===== config.mk =====
export PLATFORM = sky130hd
export DESIGN_NAME = rotation_finder_16bit
export DESIGN_NICKNAME = d
export VERILOG_FILES = /design/src/rtl/rotation_pkg.sv /design/src/rtl/rot_match_16bit.sv /design/src/rtl/rotation_finder_16bit.sv
export SDC_FILE = /design/constraint.sdc
export NUM_CORES = 1
export LEC_CHECK = 0
export BUFFER_PORTS_ARGS = -buffer_cell sky130_fd_sc_hd__buf_4
export CORE_MARGIN = 8
export CORE_UTILIZATION = 50
export DETAILED_ROUTE_END_ITERATION = 10
export PLACE_DENSITY_LB_ADDON = 0.3
export SKIP_LAST_GASP = 1
export SLEW_MARGIN = 15
export SYNTH_ARGS = -nofsm -noshare
export SYNTH_HDL_FRONTEND = slang
export SYNTH_SLANG_ARGS = --single-unit

===== constraint.sdc =====
create_clock -name clk -period 4.68 [get_ports clk]
set_clock_uncertainty 0.1 [all_clocks]
set_input_delay 0.702 -clock clk [delete_from_list [all_inputs] [get_ports clk]]
set_output_delay 0.702 -clock clk [all_outputs]
set_load 0.01 [all_outputs]

===== src/rtl/rotation_pkg.sv =====
// Shared constants for the 16-bit rotate blocks and the rotation finder FSM.
package rotation_pkg;
  localparam int ROT_W  = 16;
  localparam int ROT_AW = 4;

  localparam logic [1:0] ST_IDLE   = 2'd0;
  localparam logic [1:0] ST_SEARCH = 2'd1;
  localparam logic [1:0] ST_DONE   = 2'd2;
endpackage


===== src/rtl/rot_match_16bit.sv =====
// Masked compare: hit when every bit selected by mask agrees with pattern.
module rot_match_16bit
  import rotation_pkg::*;
(
  input  logic [ROT_W-1:0] word,
  input  logic [ROT_W-1:0] pattern,
  input  logic [ROT_W-1:0] mask,
  output logic             hit
);
  assign hit = ~|((word ^ pattern) & mask);
endmodule


===== src/rtl/rotation_finder_16bit.sv =====
// Recovers the smallest right-rotation that maps din onto pattern under mask,
// testing one candidate per clock with a rotate-by-one working register.
module rotation_finder_16bit
  import rotation_pkg::*;
#(
  parameter int W  = ROT_W,
  parameter int AW = ROT_AW
) (
  input  logic          clk,
  input  logic          reset_n,
  input  logic          start,
  input  logic [W-1:0]  din,
  input  logic [W-1:0]  pattern,
  input  logic [W-1:0]  mask,
  output logic          ready,
  output logic          done,
  output logic          found,
  output logic [AW-1:0] amt,
  output logic [W-1:0]  dout,
  output logic [1:0]    state
);
  // Handshake: start is taken on a rising edge where ready=1; done pulses for
  // one cycle and found/amt/dout then hold until the next accepted start.
  logic [W-1:0]  work;
  logic [W-1:0]  orig;
  logic [W-1:0]  pat_q;
  logic [W-1:0]  mask_q;
  logic [AW-1:0] k;
  logic          hit;

  rot_match_16bit u_match (
    .word    (work),
    .pattern (pat_q),
    .mask    (mask_q),
    .hit     (hit)
  );

  assign ready = (state == ST_IDLE);
  assign done  = (state == ST_DONE);

  always_ff @(posedge clk or negedge reset_n) begin
    if (!reset_n) begin
      state  <= ST_IDLE;
      work   <= '0;
      orig   <= '0;
      pat_q  <= '0;
      mask_q <= '0;
      k      <= '0;
      found  <= 1'b0;
      amt    <= '0;
      dout   <= '0;
    end else begin
      case (state)
        ST_IDLE: begin
          if (start) begin
            work   <= din;
            orig   <= din;
            pat_q  <= pattern;
            mask_q <= mask;
            k      <= '0;
            found  <= 1'b0;
            amt    <= '0;
            state  <= ST_SEARCH;
          end
        end
        ST_SEARCH: begin
          if (hit) begin
            found <= 1'b1;
            amt   <= k;
            dout  <= work;
            state <= ST_DONE;
          end else if (k == AW'(W - 1)) begin
            // Last candidate failed: report the untouched input word.
            found <= 1'b0;
            amt   <= '0;
            dout  <= orig;
            state <= ST_DONE;
          end else begin
            work  <= {work[0], work[W-1:1]};
            k     <= k + 1'b1;
          end
        end
        ST_DONE: state <= ST_IDLE;
        default: state <= ST_IDLE;
      endcase
    end
  end
endmodule


; Yosys cells after proc, flatten, opt, wreduce, memory -nomap -nowiden
; Index checks and enable logic that the tools add are counted.
[word_totals]
regBits = 91
in_bits = 51
out_inout_bits = 25
word_cells = 49
[op_classes]
add_sub_neg = 1
eq_ne = 8
n_mux = 21
bitwise = 2
reduce_logical = 8
[op_table]
columns = op, n
row1 = $mux 16, 5
row2 = $pmux 16 s2, 1
row3 = $mux 4, 5
row4 = $and 16x16->16, 1
row5 = $pmux 4 s2, 2
row6 = $reduce_or 16->1, 1
row7 = $xor 16x16->16, 1
row8 = $mux 2, 3
row9 = $ne 2x2->1 const B, 3
row10 = $reduce_and 2->1, 3
row11 = $add 4x1->4 const B, 1
row12 = $eq 4x4->1 const B, 1
row13 = $pmux 2 s2, 1
row14 = $reduce_and 4->1, 1
row15 = $mux 1, 3
row16 = $ne 3x3->1 const B, 1
row17 = $reduce_and 3->1, 1
row18 = $eq 2x1->1 const B, 1
row19 = $eq 2x2->1 const B, 1
row20 = $logic_not 2->1, 1
row21 = $ne 2x1->1 const B, 1
row22 = $pmux 1 s2, 1
row23 = $reduce_bool 2->1, 1

; Depth between registers and ports, before layout
[logic_depth]
depth_word = 5
ltp_mapped = 8
depth_no_buf = 6

; By module
; Synthesis repeated with hierarchy kept, for this count alone.
[hier_totals]
cells_unflattened = 294
area_unflattened_um2 = 4205.3
[modules_own_cells]
columns = mod, instances, cells_per_inst, area_each_um2, seq_area_each_um2
row1 = rotation_finder_16bit, 1, 267, 3988.8, 2277.2
row2 = rot_match_16bit, 1, 27, 216.5, 0.0

; Worst setup path after synthesis
; No wires, ideal clock.
[synth_path]
path_kind = register to register
start = reg work[0]
end = reg work[10]
setup_ps = 124
arrival_ps = 1593
t_required_ps = 4456
setup_slack_ps = 2864
stages_incl_launch_ff = 9
n_path_buf = 2
period_less_slack_ps = 1816
cell_sequence = dfrtp_1 > xor2_1 > a22oi_1 > nand4_1 > o211ai_2 > and2_1 > buf_6 > buf_8 > a21oi_2
[synth_via]
elab_chain_len = 5
[synth_lines]
columns = item, line
row1 = "start, declared", rotation_finder_16bit.sv:24  ; logic [W-1:0] work;
row2 = "start signal, assigned", rotation_finder_16bit.sv:56  ; work <= din;
row3 = "start signal, assigned", rotation_finder_16bit.sv:79  ; work <= {work[0], work[W-1:1]};
row4 = $xor 16x16->16, rot_match_16bit.sv:10  ; assign hit = ~|((word ^ pattern) & mask);
row5 = $and 16x16->16, rot_match_16bit.sv:10
row6 = $reduce_or 16->1, rot_match_16bit.sv:10
row7 = $ne 2x1->1 (no source line), --
row8 = $reduce_and 4->1 (no source line), --
; No other way between the ends.
; A chain may end at the register's enable or synchronous reset.

; Worst setup path after layout
[layout_path]
start = reg work[13]
end = reg k[0]
[layout_via]
elab_chain_len = 5
[layout_lines]
columns = item, line
row1 = $xor 16x16->16, rot_match_16bit.sv:10
row2 = $and 16x16->16, rot_match_16bit.sv:10
row3 = $reduce_or 16->1, rot_match_16bit.sv:10
row4 = $ne 2x1->1 (no source line), --
row5 = $reduce_and 4->1 (no source line), --
row6 = "end signal, assigned", rotation_finder_16bit.sv:80  ; k <= k + 1'b1;
row7 = "end, declared", rotation_finder_16bit.sv:28  ; logic [AW-1:0] k;
; No other way between the ends.

==> metrics list <==
- Result of the run: finished clean
* Required time at the endpoint of the critical path: ~5 ns
- Peak supply drop: approximately 360 uV
- After detailed routing, the number of vias per cell comes to between 5 and 6.
- Min-Delay Path Class: input pin to async pin
* Hold WS: roughly 0.25 ns
- Final setup TNS: 0 ns
- After clock tree synthesis, the repair step resized 0 gates.
- Dividing the final minimum period by the clock period gives about two thirds.
- Placed wire-length estimate after detailed placement: a little over 7 mm
- Buffers inserted to repair hold after CTS numbered 0.
- The area growth from synthesis to layout is 18.24%.
- For this design, the sink count on the clock tree is 91.
- Combined area of all synthesized cells: around 0.004 mm2
- At the worst endpoint, the arrival time is 3.36 ns.
* Commonest non-fill, non-tap cell in the layout: sky130_fd_sc_hd__nand2_1
- Final Setup Violations: 0
- The H-tree was split into 3 levels.
* Vertical extent of the die: roughly 110 um
* Final non-filler cell area: between 0.004 and 0.005 mm2
- Pin slew with the least headroom to its limit: ~1.1 ns
- During I/O placement, the number of pins put on the boundary was 76.
- N_diodes: 0
- Excluding fillers, the count of instances in the completed layout stands at between 600 and 700.
* Tightest slew margin relative to the limit: 23.59%
- CTS tree: yes
- Synthesized area per cell: roughly 9.1 um2
- The number of antenna violations at the first check in global routing is 0.
- Buffers placed on the I/O ports in this run total 75.
- The via count of the first global-routing pass is roughly 3400.
* Critical-path maximum fanout: 23
- Cell area power density: about 670 mW/mm2
* Critical setup path kind: flop to flop
- Final number of max-transition violations: 0
- Skew-Pair Late Insertion Delay: roughly 0.36 ns
* Post-synthesis net count: about 500
- Entering global routing, the biggest net connects between 70 and 80 pins.
* First-pass iteration count of the detailed router: 4
* Synthesized instance count: 453
* Clock transition at the registers of the reported paths: roughly 0.08 ns
* Final hold vios: 0
- Unique cell type count in the Yosys netlist: 35
- Counting I/O delays and the setup requirement, the final critical path takes between 3 and 4 ns.
- In this run the static leakage power is 2.432 nW.
* Worst-case clock buffer depth: 2
- Post-placement cell area: 0.004687 mm2
- Number of vias after detailed routing: between 3000 and 4000
- After floorplanning, the core was divided into 33 placement rows.
- Setup repair after global routing left no endpoint under its margin.
* Sum of overflow across all layers after global routing: 0
* Number of remaining DRC errors: 0
- Wires add up to between 10 and 15 mm.
- Layout cells sized above 1: between 20% and 30%
- The die covers approximately 0.011 mm2.
* Iteration-0 DRC Markers: around 300
- Buffers added to address setup during post-CTS repair amount to 0.
* Core outline area: between 0.008 and 0.009 mm2
* Die Wd: ~110 um
- After the last flow step, the layout net total stands at around 570.
- For this run, the number of Yosys warnings is 0.
* Weighted congestion reported at the end of routability-driven placement: between 0.8 and 0.9
* Placed Cells incl. Taps: 607
- Cell chosen for the clock root: sky130_fd_sc_hd__clkbuf_8
- For this run, the top clock speed supported by timing is around 0.32 GHz.
- Once detail routing completed, the nets flagged for antenna violations numbered 0.
* Max-cap violation count: 0
- Average wire per cell in the routed design: between 15 and 20 um
* Kind of capture point of the worst setup path: flop
* FF+latch count, synth: slightly above 90
* Initial core utilization: 50.85%
* Global-route usage over all layers: a little under a fifth
- Wire length of the first global-routing pass: about 17 mm
* Total chip power: around 0.0033 W
- In the layout the commonest cells are 161 x sky130_fd_sc_hd__nand2_1, 91 x sky130_fd_sc_hd__dfrtp_1, 79 x sky130_fd_sc_hd__buf_4.
- Inserted Clock Buffers: 9
- Summing the sequential cell areas from Yosys gives between 50% and 60% of the chip area.
* Startpoint type of the worst setup path: flop
* Worst R2R Setup Slack: roughly 1.5 ns
-- power by group --
group | leakage (nW) | switching, W | internal (W)
registers | 1.07 | 0.000282 | 0.00113
clock network | 0.0953 | 0.000256 | 0.000232
logic | 1.27 | 0.000833 | 0.000531
total | 2.43 | 0.00137 | 0.00189
-- registers in the layout, indices dropped and copies added (netlist names) --
name	count
pat_q	16
state	2
work	16
k	4
amt	4
found	1
mask_q	16
orig	16
dout	16
-- per-layer routing --
metal	up-vias	GRT usage (%)	part of all wire, %
met5	-	0	0
met2	103	26.78	45
met1	1616	26.32	49
met4	0	5.126	1.1
li1	1657	-	-
met3	11	4.679	5.8
-- synthesized netlist by cell type (all sizes together) --
master	count	area [um2]
xor2	16	140.1
nand2	162	608.1
o31ai	1	7.510
nand4	34	212.7
nand2b	1	6.260
and2	2	12.51
and3	1	6.260
dfrtp	91	2277
buf	14	97.58
nor2b	2	12.51
a21oi	16	113.9
nor2	3	16.26
o41ai	1	8.760
ha	1	12.51
nor3	1	5.000
a32o	4	40.04
clkbuf	16	60.06
o22ai	16	100.1
o21ai	3	18.76
mux2	1	11.26
nand3	35	175.2
inv	19	71.31
o211ai	4	35.03
or2	1	6.260
a22oi	8	60.06
-- stage by stage --
stage / worst slack (ns) / util, %
after floorplan: 2.864 / -
after global placement: 1.583 / 57.92
after detailed placement: 1.565 / 57.92
after CTS: 1.541 / 60.13
after global routing: 1.292 / 60.13
final: 1.512 / 60.13
-- final cells by class --
class	count	area (um2)
Clock inverter	2	10.01
Fill cell	721	3227
Multi-Input combinational cell	313	1614
Tap cell	105	131.4
Timing Repair Buffer	79	593.1
Sequential cell	91	2277
Clock buffer	13	168.9
Inverter	19	71.32
-- final timing paths --
kind | start | to | cells after the start
max | work[13] | k[0] | 6
min | reset_n | amt[0] | 1
min in group clk | orig[15] | orig[15] | 2
max reg2reg | work[13] | k[0] | 6
max in group asynchronous | reset_n | orig[14] | 2
min reg2reg | orig[15] | orig[15] | 2
-- worst max-delay path: stages, from the launching register on --
cell and delay, ns:
sky130_fd_sc_hd__dfrtp_1 0.46, sky130_fd_sc_hd__xor2_1 0.17, sky130_fd_sc_hd__a22oi_1 0.25, sky130_fd_sc_hd__nand4_1 0.23, sky130_fd_sc_hd__o211ai_2 0.79, sky130_fd_sc_hd__and2_1 0.81
sky130_fd_sc_hd__mux2_2 0.29
-- kinds of logic after synthesis --
| kind of cell | synth area share (%) |
|---|---|
| AOI/OAI and AO/OA | 9.334 |
| muxes | 0.2736 |
| DFF | 55.34 |
| xor gates and xnor gates | 3.405 |
| buffers and inverters | 5.564 |
| adders and majority gates | 0.3040 |
| and+or+nand+nor | 25.78 |
Power figures use the tool's default switching activity.
